==> src/rtl/psum_sched_pkg.sv <==
// Shared types and default sizing for the Psum adder scheduler.
package psum_sched_pkg;

    typedef enum logic {
        IDLE = 1'b0,
        HOLD = 1'b1
    } sched_state_e;

    localparam int DEF_NREQ   = 3;
    localparam int DEF_PWIDTH = 47;
    localparam int DEF_NOUT   = 25;
    localparam int DEF_IDXW   = 5;

    // Width of a requester index; never narrower than one bit.
    function automatic int id_width(input int n);
        return (n > 1) ? $clog2(n) : 1;
    endfunction

    // (ptr + offset) mod n, assuming both operands are already below n.
    function automatic int rr_index(input int ptr, input int offset, input int n);
        int s;
        s = ptr + offset;
        return (s >= n) ? (s - n) : s;
    endfunction

endpackage

==> src/rtl/psum_adder_sched_if.sv <==
// Bundle of requester, adder and completion signals around the scheduler.
interface psum_adder_sched_if
    import psum_sched_pkg::*;
#(
    parameter int NREQ   = DEF_NREQ,
    parameter int PWIDTH = DEF_PWIDTH,
    parameter int IDXW   = DEF_IDXW
);
    localparam int GW = id_width(NREQ);

    logic [NREQ-1:0]        req_valid;
    logic [NREQ*PWIDTH-1:0] req_data;
    logic [NREQ-1:0]        req_ready;
    logic                   add_valid;
    logic [PWIDTH-1:0]      add_data;
    logic                   add_ready;
    logic [GW-1:0]          grant_id;
    logic                   done_valid;
    logic [IDXW-1:0]        done_idx;
    logic                   busy;

    // Scheduler side.
    modport slave (
        input  req_valid, req_data, add_ready,
        output req_ready, add_valid, add_data, grant_id, done_valid, done_idx, busy
    );

    // Requesters plus adder side.
    modport master (
        output req_valid, req_data, add_ready,
        input  req_ready, add_valid, add_data, grant_id, done_valid, done_idx, busy
    );

endinterface

==> src/rtl/psum_adder_sched_rr_arbiter.sv <==
// Combinational round-robin arbiter: first active request at or above ptr_i, wrapping.
module rr_arbiter
    import psum_sched_pkg::*;
#(
    parameter int NREQ = DEF_NREQ,
    parameter int GW   = id_width(NREQ)
) (
    input  logic [NREQ-1:0] req_i,
    input  logic [GW-1:0]   ptr_i,
    output logic [NREQ-1:0] grant_o,
    output logic [GW-1:0]   idx_o,
    output logic            valid_o
);

    // Walk the requesters starting at the pointer; the first hit wins.
    always_comb begin
        grant_o = '0;
        idx_o   = '0;
        valid_o = 1'b0;
        for (int k = 0; k < NREQ; k++) begin
            if (!valid_o && req_i[rr_index(int'(ptr_i), k, NREQ)]) begin
                grant_o[rr_index(int'(ptr_i), k, NREQ)] = 1'b1;
                idx_o   = GW'(rr_index(int'(ptr_i), k, NREQ));
                valid_o = 1'b1;
            end
        end
    end

endmodule

==> src/rtl/psum_adder_sched.sv <==
// Shares one Psum adder among NREQ PE requesters and flags each completed output pixel.
module psum_adder_sched
    import psum_sched_pkg::*;
#(
    parameter int NREQ   = DEF_NREQ,
    parameter int PWIDTH = DEF_PWIDTH,
    parameter int NOUT   = DEF_NOUT,
    parameter int IDXW   = DEF_IDXW
) (
    input logic               clk,
    input logic               rst,
    psum_adder_sched_if.slave bus
);

    localparam int GW = id_width(NREQ);

    sched_state_e      state_q, state_d;
    logic [GW-1:0]     rr_ptr_q, rr_ptr_d;
    logic [GW-1:0]     pass_cnt_q, pass_cnt_d;
    logic [GW-1:0]     grant_id_q, grant_id_d;
    logic [IDXW-1:0]   out_idx_q, out_idx_d;
    logic [IDXW-1:0]   done_idx_q, done_idx_d;
    logic              done_valid_q, done_valid_d;
    logic [PWIDTH-1:0] add_data_q, add_data_d;
    logic [NREQ-1:0]   req_ready;

    logic [NREQ-1:0]   arb_grant;
    logic [GW-1:0]     arb_idx;
    logic              arb_any;

    rr_arbiter #(
        .NREQ (NREQ),
        .GW   (GW)
    ) u_arb (
        .req_i   (bus.req_valid),
        .ptr_i   (rr_ptr_q),
        .grant_o (arb_grant),
        .idx_o   (arb_idx),
        .valid_o (arb_any)
    );

    // Next state, capture strobe and completion bookkeeping.
    always_comb begin
        state_d      = state_q;
        rr_ptr_d     = rr_ptr_q;
        pass_cnt_d   = pass_cnt_q;
        grant_id_d   = grant_id_q;
        out_idx_d    = out_idx_q;
        done_idx_d   = done_idx_q;
        done_valid_d = 1'b0;
        add_data_d   = add_data_q;
        req_ready    = '0;
        case (state_q)
            IDLE: begin
                if (arb_any && !rst) begin
                    req_ready  = arb_grant;
                    add_data_d = bus.req_data[arb_idx*PWIDTH +: PWIDTH];
                    grant_id_d = arb_idx;
                    state_d    = HOLD;
                end
            end
            HOLD: begin
                if (bus.add_ready) begin
                    state_d  = IDLE;
                    rr_ptr_d = (grant_id_q == GW'(NREQ-1)) ? '0 : grant_id_q + 1'b1;
                    if (pass_cnt_q == GW'(NREQ-1)) begin
                        pass_cnt_d   = '0;
                        done_valid_d = 1'b1;
                        done_idx_d   = out_idx_q;
                        out_idx_d    = (out_idx_q == IDXW'(NOUT-1)) ? '0 : out_idx_q + 1'b1;
                    end else begin
                        pass_cnt_d = pass_cnt_q + 1'b1;
                    end
                end
            end
            default: state_d = IDLE;
        endcase
    end

    // State register; reset drops any held packet without completing it.
    always_ff @(posedge clk) begin
        if (rst) begin
            state_q <= IDLE;
        end else begin
            state_q <= state_d;
        end
    end

    // Datapath and counters, all cleared by reset.
    always_ff @(posedge clk) begin
        if (rst) begin
            rr_ptr_q     <= '0;
            pass_cnt_q   <= '0;
            grant_id_q   <= '0;
            out_idx_q    <= '0;
            done_idx_q   <= '0;
            done_valid_q <= 1'b0;
            add_data_q   <= '0;
        end else begin
            rr_ptr_q     <= rr_ptr_d;
            pass_cnt_q   <= pass_cnt_d;
            grant_id_q   <= grant_id_d;
            out_idx_q    <= out_idx_d;
            done_idx_q   <= done_idx_d;
            done_valid_q <= done_valid_d;
            add_data_q   <= add_data_d;
        end
    end

    assign bus.req_ready  = req_ready;
    assign bus.add_valid  = (state_q == HOLD);
    assign bus.busy       = (state_q == HOLD);
    assign bus.add_data   = add_data_q;
    assign bus.grant_id   = grant_id_q;
    assign bus.done_valid = done_valid_q;
    assign bus.done_idx   = done_idx_q;

endmodule

==> src/flat_wrapper.sv <==
// flat-port wrapper written by rule: the top's interface ports become plain ports
module psum_adder_sched_flat import psum_sched_pkg::*;
#(
    parameter int NREQ   = DEF_NREQ,
    parameter int PWIDTH = DEF_PWIDTH,
    parameter int NOUT   = DEF_NOUT,
    parameter int IDXW   = DEF_IDXW
)
  (clk, rst, bus_req_valid, bus_req_data, bus_add_ready, bus_req_ready, bus_add_valid, bus_add_data, bus_grant_id, bus_done_valid, bus_done_idx, bus_busy);
  psum_adder_sched_if #(.NREQ(NREQ), .PWIDTH(PWIDTH), .IDXW(IDXW)) bus_i ();
  input logic clk;
  input logic rst;
  input wire logic [$bits(bus_i.req_valid)-1:0] bus_req_valid;
  input wire logic [$bits(bus_i.req_data)-1:0] bus_req_data;
  input wire logic [$bits(bus_i.add_ready)-1:0] bus_add_ready;
  output wire logic [$bits(bus_i.req_ready)-1:0] bus_req_ready;
  output wire logic [$bits(bus_i.add_valid)-1:0] bus_add_valid;
  output wire logic [$bits(bus_i.add_data)-1:0] bus_add_data;
  output wire logic [$bits(bus_i.grant_id)-1:0] bus_grant_id;
  output wire logic [$bits(bus_i.done_valid)-1:0] bus_done_valid;
  output wire logic [$bits(bus_i.done_idx)-1:0] bus_done_idx;
  output wire logic [$bits(bus_i.busy)-1:0] bus_busy;
  assign bus_i.req_valid = bus_req_valid;
  assign bus_i.req_data = bus_req_data;
  assign bus_i.add_ready = bus_add_ready;
  assign bus_req_ready = bus_i.req_ready;
  assign bus_add_valid = bus_i.add_valid;
  assign bus_add_data = bus_i.add_data;
  assign bus_grant_id = bus_i.grant_id;
  assign bus_done_valid = bus_i.done_valid;
  assign bus_done_idx = bus_i.done_idx;
  assign bus_busy = bus_i.busy;
  psum_adder_sched #(.NREQ(NREQ), .PWIDTH(PWIDTH), .NOUT(NOUT), .IDXW(IDXW)) u_core (.clk(clk), .rst(rst), .bus(bus_i));
endmodule
==> config.mk <==
export PLATFORM = sky130hd
export DESIGN_NAME = psum_adder_sched_flat
export DESIGN_NICKNAME = d
export VERILOG_FILES = /design/src/rtl/psum_sched_pkg.sv /design/src/rtl/psum_adder_sched_if.sv /design/src/rtl/psum_adder_sched_rr_arbiter.sv /design/src/rtl/psum_adder_sched.sv /design/src/flat_wrapper.sv
export SDC_FILE = /design/constraint.sdc
export NUM_CORES = 1
export LEC_CHECK = 0
export ABC_AREA = 1
export ABC_CLOCK_PERIOD_IN_PS = 2500
export BUFFER_PORTS_ARGS = -buffer_cell sky130_fd_sc_hd__buf_2
export CAP_MARGIN = 20
export CORE_MARGIN = 5
export CORE_UTILIZATION = 47
export CTS_CLUSTER_DIAMETER = 150
export DETAILED_ROUTE_END_ITERATION = 8
export PLACE_DENSITY_LB_ADDON = 0.12
export SLEW_MARGIN = 20
export SYNTH_ARGS = -nofsm -noshare
export SYNTH_HDL_FRONTEND = slang
export SYNTH_SLANG_ARGS = --single-unit
==> constraint.sdc <==
create_clock -name clk -period 2.5 [get_ports clk]
set_clock_uncertainty 0.05 [all_clocks]
set_input_delay 0.375 -clock clk [delete_from_list [all_inputs] [get_ports clk]]
set_output_delay 0.375 -clock clk [all_outputs]
set_load 0.03 [all_outputs]
; Yosys cells after proc, flatten, opt, wreduce, memory -nomap -nowiden
; Cells that the tools add are included.
[word_totals]
regBits = 65
output_inout_bits = 60
inputBits = 147
elab_cells = 83
[op_classes]
n_mux = 36
n_eq_ne = 3
mul = 1
reduce_logical = 13
n_shift = 1
order_cmp = 9
bitwise = 4
add_sub_neg = 8
[op_table]
columns = op, count
row1 = indexed part select 141 x 9 -> 47 bit, 1
row2 = "greater-or-equal comparator 32 x 1 -> 1 bit, second input constant", 3
row3 = "less-than comparator 32 x 4 -> 1 bit, second input constant", 3
row4 = two-way mux 32 bit, 3
row5 = two-way mux 1 bit, 15
row6 = two-way mux 3 bit, 5
row7 = two-way mux 2 bit, 5
row8 = "multiplier 2 x 6 -> 8 bit, second input constant", 1
row9 = "subtractor 3 x 2 -> 4 bit, second input constant", 2
row10 = binary-select mux 1 bit (select 2 bit), 3
row11 = demux 1 bit (select 2 bit), 3
row12 = "greater-or-equal comparator 3 x 2 -> 1 bit, second input constant", 2
row13 = logical AND 1 bit, 6
row14 = OR 3 bit, 2
row15 = "adder 5 x 1 -> 5 bit, second input constant", 1
row16 = "equality test 5 bit, second input constant", 1
row17 = two-way mux 5 bit, 1
row18 = "adder 2 x 1 -> 2 bit, second input constant", 2
row19 = "equality test 2 bit, second input constant", 2
row20 = AND reduction 2 bit, 2
row21 = "adder 2 x 1 -> 3 bit, second input constant", 1
row22 = "adder 2 x 2 -> 3 bit, second input constant", 1
row23 = logical NOT 1 bit, 3
row24 = AND reduction 3 bit, 1
row25 = other kinds (5), 6

; Longest topological paths before layout
[depth]
word_depth = 15
mapped_depth = 15
mapped_depth_nobuf = 14

; By module
; A second synthesis with hierarchy kept.
[unflattened]
hier_cells = 623
hier_area_um2 = 3902.5
[modules_own_cells]
columns = module, cells_per_inst, n_inst, area_per_inst_um2, seq_area_each_um2
row1 = psum_adder_sched, 562, 1, 3582.2, 1301.2
row2 = rr_arbiter, 61, 1, 320.3, 0.0

; Worst setup path before layout
; OpenSTA, ideal clock, no wires.
[synth_timing]
path_type = register to output
from = reg u_core.rr_ptr_q[0]
to = out bus_req_ready[2]
setup_slack_ps = 16
required_ps = 2075
t_arrival_ps = 2059
n_path_buf = 1
stages_incl_launch_ff = 11
path_cell_list = dfxtp_1 -> inv_1 -> ha_1 -> inv_2 -> nand2_1 -> nand3_1 -> nand2_1 -> nand3_1 -> nand3_2 -> clkbuf_1 -> a21oi_1
[synth_via]
elab_chain_cells = 15
word_cells_on_any_way = 50
classes_between = add/sub: 5 / order compare: 9 / mux: 26 / bitwise: 2 / reduce/logical: 8
[synth_rtl]
columns = item, line_no
row1 = start: declaration, psum_adder_sched.sv:18  ; logic [GW-1:0] rr_ptr_q, rr_ptr_d;
row2 = start signal: assignment, psum_adder_sched.sv:100  ; rr_ptr_q <= rr_ptr_d;
row3 = branches (longest 13 deep; another with greater-or-equal comparator 32 x 1 -> 1 bit), -
row4 = two-way mux 3 bit *, psum_adder_sched.sv:55  ; if (arb_any && !rst) begin
row5 = two-way mux 3 bit *, psum_adder_sched.sv:53  ; case (state_q)
row6 = end: declaration, flat_wrapper.sv:16  ; output wire logic [$bits(bus_i.req_ready)-1:0] bus_req_ready;
; Every way passes the cells marked *. The select of a mux whose other input is x is not followed.

; Final worst setup path
; Same ends and word-level chain as after synthesis.

==> impl_metrics.env <==
export IMPL_status="finished, final reports clean"
export IMPL_crit_arrival_ps=1970
export IMPL_synth_seq_cells=65
export IMPL_ios=207
export IMPL_n_antenna_cell=0
export IMPL_grt_overflow=0
export IMPL_synth_top_area_cell="dfxtp_1"
export IMPL_fillerInstances=869
export IMPL_setup_tns_ps=0
export IMPL_grt_usage=0.2255
export IMPL_crit_buf_inv=4
export IMPL_setup_viol=0
export IMPL_cts_sinks=65
export IMPL_async_reset_ff_frac=0
export IMPL_stdcell_area_um2=5610
export IMPL_synth_area_leaders="dfxtp_1, nand2_1, nor2_1, nand3_1, inv_1"
export IMPL_dpl_instance_area_um2=5281
export IMPL_cts_tree="done"
export IMPL_core_um2=8636
export IMPL_max_stage_delay_ps=380
export IMPL_top_usage_layer="met2"
export IMPL_worstSetupPathType="reg2out"
export IMPL_die_area_um2=10740
export IMPL_holdCritStartpoint="bus_req_data[9]"
export IMPL_holdBufCountCts=0
export IMPL_end_kind="primary output"
export IMPL_cp_max_fo=7
export IMPL_gp_congestion=0.8926
export IMPL_startpoint_type="flip-flop"
export IMPL_final_antenna_net_count=0
export IMPL_die_h_um=103.6
export IMPL_firstDrtPassIters=4
export IMPL_pwr_density_cell_nw_per_um2=695.3
export IMPL_met1_usage=0.2625
export IMPL_gr_usage_met3=0.06530
export IMPL_synthCells=720
export IMPL_rr_startpoint="u_core.rr_ptr_q[0]"
export IMPL_synth_area_um2=4121
export IMPL_cts_buffers=9
export IMPL_crit_required_ps=2080
export IMPL_crit_family="buffers and inverters"
export IMPL_globalRouteMet2Util=0.3930
export IMPL_fmax_mhz=416.8
export IMPL_syn2layout_area_growth_pct=36.13
export IMPL_initial_utilization=0.4773
export IMPL_slowest_stage="dfxtp_4"
export IMPL_slew_violations=0
export IMPL_crit_start="u_core.rr_ptr_q[0]"
export IMPL_p_leak_nw=3.307
export IMPL_yosysSeqAreaShare=0.3157
export IMPL_rows=34
export IMPL_critical_path_cell_chain="inv_2 > ha_4 > inv_2 > nand3_1 > nand2_2 > buf_4 > nand4_1 > a21oi_1 > buf_4"
export IMPL_synth_edf_count=0
export IMPL_yosys_warnings=0
export IMPL_grt_pass1_wl_mm=20.89
export IMPL_fin_nets=1077
export IMPL_avgSynthCellArea_um2=5.724
export IMPL_hold_path_class="in2reg"
export IMPL_drt_initial_drc_count=226
export IMPL_synth_most_common_cell="nand2_1"
export IMPL_multi_input_area_um2=2268
export IMPL_viasPerCell=4.778
export IMPL_regArea_um2=1306
export IMPL_grt_max_degree=55
export IMPL_synthFlopType="dfxtp_1"
export IMPL_maxSlewHeadroom=0.5281
export IMPL_num_vias=4955
export IMPL_clkSlewWorstSetupHoldPaths_ps=80
export IMPL_synth_nets=873
export IMPL_hpwl_mm=9.465
export IMPL_yosysUniqueCellTypes=29
export IMPL_layout_min_cycle_time_ps=2399
export IMPL_wirelength_mm=12.63
export IMPL_ir_drop_uv=346.6
export IMPL_worst_slew_pin_slew_ps=698.7
export IMPL_insertion_delay_ps=340
export IMPL_synth_top_cells_by_count="nand2_1, nor2_1, inv_1"
export IMPL_synth_top_cell_area_share=0.3157
export IMPL_post_route_period_util=0.9596
export IMPL_drive_above_1_share=0.2896
export IMPL_cts_root_buf="clkbuf_8"
export IMPL_drc=0
export IMPL_wire_per_inst_um=12.18
export IMPL_grt_pass1_vias=4625
export IMPL_clockBufferDepth=2
export IMPL_htree_levels=3
export IMPL_die_x_um=103.6
export IMPL_hold_viol_final=0
export IMPL_port_buffers=206
export IMPL_max_cap_violations=0
export IMPL_antenna_found_initial=0
export IMPL_design_power_total_mw=3.901
==> report_power, final <==
| group | internal, mW | switching [mW] |
|---|---|---|
| Clock | 0.489 | 0.433 |
| Sequential | 1.20 | 0.0900 |
| Combinational | 0.581 | 1.10 |
==> per-layer routing <==
metal  up-vias  share of wire
li1       2608              -
met1      2151           0.42
met2       178           0.49
met3        18          0.077
met4         0          0.013
met5         -              0
==> final cells by class <==
cell class / instances / area share
inverters: 113 / 0.07672
flip-flops and latches: 65 / 0.2328
well taps: 108 / 0.02409
clock buffers: 10 / 0.02453
clock inverters: 6 / 0.01182
repair buffers: 228 / 0.2257
multi-input cells: 507 / 0.4043
==> cell families (layout without fill, tap and decap cells) <==
| group | after synthesis | after routing | share of synthesized area |
|---|---|---|---|
| AO/OA/AOI/OAI | 49 | 49 | 0.06922 |
| XOR/XNOR | 2 | 2 | 0.004251 |
| buffers and inverters | 148 | 357 | 0.1481 |
| flip-flops | 65 | 65 | 0.3157 |
| adder cells (fa/ha/maj) | 6 | 6 | 0.01821 |
| AND/OR/NAND/NOR | 450 | 450 | 0.4444 |
==> repair_timing <==
| item | in CTS | in global routing |
|---|---|---|
| pin swaps | 1 | 3 |
| setup buffers | 4 | 3 |
| resized for setup | 8 | 14 |
| setup endpoints to repair | 14 | 50 |
==> worst min-delay path: cells and delay by family <==
family,cells,cell delay (ps)
AOI/OAI and AO/OA,1,60
and+or+nand+nor,1,50
buffers and inverters,1,80
==> final timing paths <==
path / slack, ps / endpoint / cells past startpoint
min reg2reg: 420 / u_core.bus.done_idx[4] / 2
min: 210 / u_core.bus.add_data[9] / 3
max: 100 / bus_req_ready[2] / 9
max reg2reg: 180 / u_core.bus.add_data[34] / 14
==> cells in the final DEF (no fill, tap or decap), drive strengths merged <==
cell / Yosys / final
nand4: 4 / 4
clkinv: 3 / 3
ha: 6 / 6
nor4: 1 / 1
clkinvlp: 0 / 4
o21a: 2 / 2
clkbuf: 12 / 10
nand3: 89 / 89
nand2: 209 / 209
nor3: 2 / 2
a31oi: 2 / 2
nor2: 144 / 144
xor2: 2 / 2
o41ai: 1 / 1
inv: 110 / 111
o21ai: 15 / 15
a21oi: 16 / 16
o22ai: 3 / 3
bufinv: 0 / 1
buf: 23 / 228
o211ai: 10 / 10
dfxtp: 65 / 65
nor3b: 1 / 1
==> registers in the layout (all words and copies together), names as in the netlist <==
signal,cells
u_core.out_idx_q,5
u_core.bus.done_idx,5
u_core.bus.add_data,47
u_core.pass_cnt_q,2
u_core.rr_ptr_q,2
u_core.bus.grant_id,2
u_core.bus.done_valid,1
u_core.bus.add_valid,1
==> metrics by stage <==
stage	worst slack [ps]	cells	hold slack (ps)	util
finish	101.0	1037	210.3	0.6497
global route	-16.76	1037	214.6	0.6497
CTS	2.877	1034	192.5	0.6427
detailed placement	-2.132	1014	410.9	0.6116
global placement	93.53	1014	402.2	0.6116
floorplan	15.82	720	391.1	-
Note: power is estimated with default switching activity, not from simulation.
